## config.mk

```make
export PLATFORM = sky130hd
export DESIGN_NAME = predict_write_sequencer
export DESIGN_NICKNAME = d
export VERILOG_FILES = /design/src/rtl/predict_write_sequencer.sv
export SDC_FILE = /design/constraint.sdc
export NUM_CORES = 1
export LEC_CHECK = 0
export BUFFER_PORTS_ARGS = -buffer_cell sky130_fd_sc_hd__buf_4
export CAP_MARGIN = 20
export CORE_UTILIZATION = 40
export CTS_CLUSTER_DIAMETER = 40
export DETAILED_ROUTE_END_ITERATION = 12
export HOLD_SLACK_MARGIN = 0.02
export PLACE_DENSITY = 0.73
export REMOVE_ABC_BUFFERS = 1
export SETUP_SLACK_MARGIN = 0.3
export SKIP_LAST_GASP = 1
export SLEW_MARGIN = 10
export SYNTH_ARGS = -nofsm -noshare
export SYNTH_HDL_FRONTEND = slang
export SYNTH_SLANG_ARGS = --single-unit
```

## constraint.sdc

```tcl
create_clock -name clk -period 3 [get_ports clk]
set_input_delay 0.15 -clock clk [delete_from_list [all_inputs] [get_ports clk]]
set_output_delay 0.15 -clock clk [all_outputs]
set_load 0.03 [all_outputs]
```

## src/rtl/predict_write_sequencer.sv

```systemverilog
`default_nettype none
// ============================================================================
// Module   : predict_write_sequencer
// Brief    : Stroke -> recognizer -> board write sequencing, with a
//            round-robin board write port shared with mouse cell erases.
// Revision : 1.0
// ============================================================================
module predict_write_sequencer #(
    parameter int TIMEOUT_CYCLES = 1_000_000
) (
    input  logic       clk,
    input  logic       rst_n,
    input  logic       enable,
    input  logic       draw_valid,
    input  logic [3:0] draw_row,
    input  logic [3:0] draw_col,
    output logic       draw_ready,
    output logic       predict_start,
    input  logic       predict_finish,
    input  logic [3:0] predict_digit,
    input  logic       erase_req,
    input  logic [3:0] erase_row,
    input  logic [3:0] erase_col,
    output logic       erase_ready,
    output logic       wr_en,
    output logic [3:0] wr_row,
    output logic [3:0] wr_col,
    output logic [3:0] wr_data,
    output logic       busy,
    output logic       timeout_err,
    output logic [7:0] reject_cnt
);

    localparam logic [1:0]  S_IDLE   = 2'd0;
    localparam logic [1:0]  S_LAUNCH = 2'd1;
    localparam logic [1:0]  S_WAIT   = 2'd2;
    localparam logic [1:0]  S_COMMIT = 2'd3;
    localparam logic        c_grant_pred  = 1'b0;
    localparam logic        c_grant_erase = 1'b1;
    localparam logic [3:0]  c_max_idx     = 4'd8;
    localparam logic [19:0] c_timeout_last = 20'(TIMEOUT_CYCLES - 1);

    logic [1:0]  r_state, w_next;
    logic [19:0] r_cnt;
    logic [3:0]  r_row, r_col, r_digit;
    logic [3:0]  r_erase_row, r_erase_col;
    logic        r_pred_pend, r_erase_pend, r_last_grant;
    logic [7:0]  r_reject_cnt;

    logic w_draw_accept, w_draw_ok, w_finish, w_digit_ok, w_timeout;
    logic w_erase_accept, w_grant_pred, w_grant_erase, w_reject;

    assign draw_ready     = (r_state == S_IDLE) & enable & ~r_pred_pend;
    assign erase_ready    = enable & ~r_erase_pend;
    assign w_draw_accept  = draw_valid & draw_ready;
    assign w_draw_ok      = (draw_row <= c_max_idx) && (draw_col <= c_max_idx);
    assign w_finish       = enable & (r_state == S_WAIT) & predict_finish;
    assign w_digit_ok     = (predict_digit != 4'd0) && (predict_digit <= 4'd9);
    // Finish wins over timeout when both land in the same cycle.
    assign w_timeout      = enable & (r_state == S_WAIT) & ~predict_finish
                          & (r_cnt == c_timeout_last);
    assign w_erase_accept = erase_req & erase_ready
                          & (erase_row <= c_max_idx) & (erase_col <= c_max_idx);
    assign w_grant_pred   = enable & r_pred_pend
                          & (~r_erase_pend | (r_last_grant == c_grant_erase));
    assign w_grant_erase  = enable & r_erase_pend & ~w_grant_pred;
    assign w_reject       = (w_draw_accept & ~w_draw_ok) | (w_finish & ~w_digit_ok) | w_timeout;

    assign predict_start = enable & (r_state == S_LAUNCH);
    assign timeout_err   = w_timeout;
    assign wr_en         = w_grant_pred | w_grant_erase;
    assign wr_row        = w_grant_pred ? r_row   : (w_grant_erase ? r_erase_row : 4'd0);
    assign wr_col        = w_grant_pred ? r_col   : (w_grant_erase ? r_erase_col : 4'd0);
    assign wr_data       = w_grant_pred ? r_digit : 4'd0;
    assign busy          = (r_state != S_IDLE) | r_pred_pend | r_erase_pend;
    assign reject_cnt    = r_reject_cnt;

    always_comb begin
        w_next = r_state;
        case (r_state)
            S_IDLE:   if (w_draw_accept & w_draw_ok) w_next = S_LAUNCH;
            S_LAUNCH: w_next = S_WAIT;
            S_WAIT: begin
                if (w_finish)       w_next = w_digit_ok ? S_COMMIT : S_IDLE;
                else if (w_timeout) w_next = S_IDLE;
            end
            S_COMMIT: if (w_grant_pred) w_next = S_IDLE;
            default:  w_next = S_IDLE;
        endcase
        if (!enable) w_next = S_IDLE;
    end

    always_ff @(posedge clk or negedge rst_n) begin
        if (!rst_n) begin
            r_state      <= S_IDLE;
            r_cnt        <= '0;
            r_row        <= '0;
            r_col        <= '0;
            r_digit      <= '0;
            r_erase_row  <= '0;
            r_erase_col  <= '0;
            r_pred_pend  <= 1'b0;
            r_erase_pend <= 1'b0;
            r_last_grant <= c_grant_erase;
            r_reject_cnt <= '0;
        end else begin
            r_state <= w_next;

            if (!enable || r_state == S_LAUNCH) r_cnt <= '0;
            else if (r_state == S_WAIT)         r_cnt <= r_cnt + 20'd1;

            if (w_draw_accept & w_draw_ok) begin
                r_row <= draw_row;
                r_col <= draw_col;
            end
            if (w_finish & w_digit_ok) r_digit <= predict_digit;
            if (w_erase_accept) begin
                r_erase_row <= erase_row;
                r_erase_col <= erase_col;
            end

            if (!enable)                    r_pred_pend <= 1'b0;
            else if (w_finish & w_digit_ok) r_pred_pend <= 1'b1;
            else if (w_grant_pred)          r_pred_pend <= 1'b0;

            if (!enable)             r_erase_pend <= 1'b0;
            else if (w_erase_accept) r_erase_pend <= 1'b1;
            else if (w_grant_erase)  r_erase_pend <= 1'b0;

            // Round-robin history only advances on contested grants.
            if (enable && r_pred_pend && r_erase_pend)
                r_last_grant <= w_grant_pred ? c_grant_pred : c_grant_erase;

            if (w_reject && r_reject_cnt != 8'hFF) r_reject_cnt <= r_reject_cnt + 8'd1;
        end
    end

endmodule
`default_nettype wire

```

### After elaboration in Yosys (flattened, before gate mapping)

Cells that the tools add are included.

| word-level totals | value |
|---|---|
| bits of input ports | 26 |
| bits in registers | 53 |
| logic and storage cells | 93 |

| operators by class | value |
|---|---|
| equality and inequality tests | 10 |
| bitwise operators | 32 |
| reductions and logical operators | 12 |
| mux-type cells | 21 |
| order comparisons | 5 |
| $add $sub $neg | 2 |

Operator list:

| cell | count |
|---|---|
| two-way mux 20 bit | 2 |
| adder 20 x 1 -> 20 bit (second input constant) | 1 |
| AND 1 bit | 20 |
| == test 20 bit (second input constant) | 1 |
| less-or-equal comparator 4 bit (second input constant) | 5 |
| two-way mux 4 bit | 5 |
| two-way mux 2 bit | 6 |
| adder 8 x 1 -> 8 bit (second input constant) | 1 |
| inequality test 8 bit (second input constant) | 1 |
| case mux 2 bit (4 select lines) | 1 |
| two-way mux 1 bit | 7 |
| inequality test 3 x 1 -> 1 bit (second input constant) | 2 |
| NOT 1 bit | 6 |
| bitwise OR 1 bit | 6 |
| logical AND 1 bit | 5 |
| == test 2 bit (second input constant) | 2 |
| inequality test 4 bit (second input constant) | 1 |
| nonzero test 2 bit | 2 |
| nonzero test 4 bit | 1 |
| inequality test 3 x 2 -> 1 bit (second input constant) | 1 |
| inequality test 3 bit (second input constant) | 1 |
| AND reduction 3 bit | 1 |
| == test 2 x 1 -> 1 bit (second input constant) | 1 |
| zero test 2 bit | 1 |
| 2 further kinds | 2 |

### Longest topological paths before layout

| logic depth | value |
|---|---|
| depth after elaboration | 8 |
| gate-level depth with buffers | 7 |
| depth with buffers taken out | 6 |

### Worst setup path before layout

OpenSTA, ideal clock, no wires.

| path | value |
|---|---|
| kind | flip-flop to flip-flop |
| start | register r_state[0] |
| end | register r_col[0] |
| setup time | 0.125 ns |
| slack | 0.900 ns |
| arrival time | 1.976 ns |
| clock period less this slack | 2.100 ns |
| stages on the path, launching flop included | 6 |
| cells stage by stage | dfrtp_1 clkbuf_1 or4b_1 inv_1 nand4_1 mux2_2 |

| between the ends | value |
|---|---|
| word-level cells in the longest chain between the ends | 5 |

RTL lines:

| what | RTL line | text |
|---|---|---|
| from (decl) | 43 | `logic [1:0] r_state, w_next;` |
| from (signal assigned) | 107 | `r_state <= w_next;` |
| zero test 2 bit | 53 | `assign draw_ready = (r_state == S_IDLE) & enable & ~r_pred_pend;` |
| AND 1 bit (2 in a row) | 53 |  |
| net draw_ready | 17 | `output logic draw_ready,` |
| AND 1 bit | 55 | `assign w_draw_accept = draw_valid & draw_ready;` |
| AND 1 bit | 112 | `if (w_draw_accept & w_draw_ok) begin` |
| to (signal assigned) | 114 | `r_col <= draw_col;` |
| to (decl) | 45 | `logic [3:0] r_row, r_col, r_digit;` |

The timed path passes the listed nets, and every way through them passes these cells.
A chain may end at the register's enable or synchronous reset.

### Final worst setup path

| path | value |
|---|---|
| start | register r_cnt[12] |
| end | register r_reject_cnt[1], in the netlist reject_cnt[1] |

| between the ends | value |
|---|---|
| word-level cells in the longest chain between the ends | 4 |

RTL lines:

| what | RTL line | text |
|---|---|---|
| from (decl) | 44 | `logic [19:0] r_cnt;` |
| from (signal assigned) | 110 | `else if (r_state == S_WAIT) r_cnt <= r_cnt + 20'd1;` |
| == test 20 bit | 61 | `& (r_cnt == c_timeout_last);` |
| AND 1 bit | 61 |  |
| bitwise OR 1 bit | 67 | `assign w_reject = (w_draw_accept & ~w_draw_ok) \| (w_finish & ~w_digit_ok) \| w_timeout;` |
| logical AND 1 bit | 134 | `if (w_reject && r_reject_cnt != 8'hFF) r_reject_cnt <= r_reject_cnt + 8'd1;` |
| to (signal assigned) | 134 |  |
| to (decl) | 48 | `logic [7:0] r_reject_cnt;` |

No other way between the ends.

==> results.json <==
{
  "finalPower_mw": 1.71,
  "worstHoldStart": "draw_row[0]",
  "r2r_start": "r_cnt[12]",
  "yosys-top-cells-area": "dfrtp_1, mux2_2, o21ai_0",
  "hold_violations": 0,
  "diodes": 0,
  "nNetsFinal": 366,
  "vias_per_cell": 5.60,
  "cts-root-buf": "clkbuf_8",
  "cts_tree": "built",
  "startpoint": "r_cnt[12]",
  "synth_top_area_frac": 0.474,
  "grt_max_degree": 54,
  "syn_area_um2": 2740,
  "grt_pass1_wl_um": 10100,
  "synth_flop_cell": "dfrtp_1",
  "setup_violations": 0,
  "crit_arrival_ns": 2.45,
  "cp-endpoint": "reject_cnt[1]",
  "clkLatencyLatePin_ns": 0.31,
  "ys_seq_elements": 53,
  "max_freq_mhz": 444,
  "nFillCells": 601,
  "synth-warning-count": 0,
  "postRouteAntennaNets": 0,
  "multiInputGateArea_um2": 1340,
  "synth_top_family_by_area": "simple AND/OR/NAND/NOR gates",
  "overflow": 0,
  "globalplace.congestion": 0.792,
  "drcViolationCount": 0,
  "fin_setup_tns_ns": 0,
  "avgSynthCellArea_um2": 9.66,
  "r2r_slack_ns": 0.75,
  "cts.path.max_buffers": 2,
  "ys_seq_area_frac": 0.484,
  "synth-xor-area-share": 0.0224,
  "htree_levels": 2,
  "dr.pass1.iters": 6,
  "area_growth_pct": 21.3,
  "drv_slew": 0,
  "cp_data_required_time_ns": 3.20,
  "synth_compound_area_frac": 0.146,
  "hpwl_um": 4140,
  "die_w_um": 84.8,
  "initial_utilization": 0.422,
  "synth_cells": 284,
  "drt-wirelength-per-cell_um": 14.0,
  "synth.area.mux_share": 0.0917,
  "synth-async-reset-ratio": 1.00,
  "fin_worst_skew_ns": 0.00528,
  "min_period_ns": 2.25,
  "drt-total-wl_um": 5810,
  "status": "completed",
  "startpoint_type": "register",
  "critical_path_class": "reg -> reg",
  "grtUsageTotal": 0.173,
  "cts_setup_buffers": 0,
  "ff2ff_path_depth": 5,
  "tightest_slew_ns": 0.698,
  "yosysMostFrequentCell": "dfrtp_1",
  "cts_resized": 0,
  "yosys.area.top_type": "dfrtp_1",
  "cts_hold_buf": 1,
  "cts_sinks": 53,
  "num_vias": 2331,
  "io_buffers": 51,
  "num_rows": 29,
  "crit_path_max_fanout": 8,
  "cts_buffers": 5,
  "clk_pin_slew_ns": 0.10,
  "ir_drop_mv": 0.292,
  "crit_path_end_kind": "register",
  "ios": 52,
  "antenna_found_initial": 0,
  "relSlewSlack": 0.530,
  "regToRegEndpoint": "reject_cnt[1]",
  "synthAdderAreaFrac": 0.00912,
  "p_per_area_nw_per_um2": 515,
  "min_path_type": "in -> reg",
  "finalCritPeriodShare": 0.751,
  "rsz0062_at_grt": "no",
  "regArea_um2": 1330,
  "synth_edf_count": 0,
  "synthDistinctLibCells": 44,
  "drt_iter0_drc": 153,
  "core_um2": 6490,
  "drive_gt1_frac": 0.271,
  "synthSimpleGateAreaFrac": 0.221,
  "die_area_um2": 7190,
  "synthTopCellsByCount": "dfrtp_1, nand2_1, o21ai_0",
  "maxCapViolations": 0,
  "p_leak_nw": 1.49,
  "grt_pass1_vias": 2188,
  "die_height_um": 84.8
}
[layout by cell type (no fill, tap or decap), types with 4 or more instances in the layout]
| cell | count |
|---|---|
| inv_1 | 8 |
| a31oi_1 | 6 |
| nand4_1 | 9 |
| buf_4 | 57 |
| nor4_1 | 4 |
| clkbuf_8 | 5 |
| xor2_1 | 5 |
| o21ai_0 | 33 |
| and2_1 | 7 |
| nand3_1 | 12 |
| a21oi_1 | 9 |
| nor2_1 | 12 |
| and3_1 | 6 |
| nand2_1 | 41 |
| dfrtp_1 | 52 |
| o31ai_1 | 5 |
| mux2_2 | 20 |
| nor3_1 | 5 |
[report_power, final]
group / switching [mW] / total, mW / internal, mW
Clock: 0.249 / 0.416 / 0.166
Combinational: 0.204 / 0.386 / 0.183
Sequential: 0.0905 / 0.912 / 0.822
[metal layers]
| layer | part of all wire | wire length (um) | track usage | vias up |
|---|---|---|---|---|
| li1 | - | - | - | 1144 |
| met1 | 0.46 | 2680 | 0.234 | 1119 |
| met2 | 0.47 | 2710 | 0.276 | 66 |
| met3 | 0.068 | 396 | 0.0560 | 2 |
| met4 | 0.0033 | 19 | 0.0277 | 0 |
| met5 | 0 | 0 | 0 | - |
[critical path: stages (launching register included)]
cell and delay (ns):
dfrtp_1 0.47, or4b_4 0.55, nor4_4 0.34, a211oi_2 0.19, or2_4 0.30, mux2_4 0.29
[flip-flops by register name, indices dropped and copies added, names as in the netlist]
signal / count
r_cnt: 20
reject_cnt: 8
r_col: 4
r_digit: 4
r_erase_col: 4
r_erase_row: 4
r_row: 4
r_state: 2
r_erase_pend: 1
r_last_grant: 1
r_pred_pend: 1
[how the worst min path moves through the flow]
stage | endpoint | depth (start not counted)
floorplan | r_cnt[0] | 0
global placement | reject_cnt[4] | 1
detailed placement | reject_cnt[4] | 1
CTS | r_row[0] | 2
global route | r_erase_col[1] | 2
finish | r_row[0] | 2
[per-stage QoR]
| step | utilization | cells | setup WS, ns | cell area (um^2) | hold WS, ns |
|---|---|---|---|---|---|
| detailed placement | 0.497 | 407 | 0.762 | 3230 | 0.230 |
| CTS | 0.512 | 416 | 0.742 | 3330 | 0.0667 |
| floorplan | - | 273 | 0.814 | 2700 | -0.146 |
| finish | 0.512 | 416 | 0.748 | 3330 | 0.0718 |
| global placement | 0.497 | 407 | 0.804 | 3230 | 0.234 |
| global route | 0.512 | 416 | 0.678 | 3330 | 0.0580 |
[layout make-up]
type	instances	area share
Multi-Input combinational cell	212	0.404
Sequential cell	53	0.399
Timing Repair Buffer	58	0.132
Tap cell	77	0.0290
Clock buffer	5	0.0207
Inverter	8	0.00903
Clock inverter	3	0.00640
[cells by family (layout without fill, tap and decap cells)]
group	count (synthesis)	in the layout
adders and majority gates	2	2
xor gates and xnor gates	7	7
buffers and inverters	19	74
muxes	22	22
AOI/OAI and AO/OA	68	68
and+or+nand+nor	113	113
DFF	53	53
No activity file was read; power rests on OpenSTA's default activity.
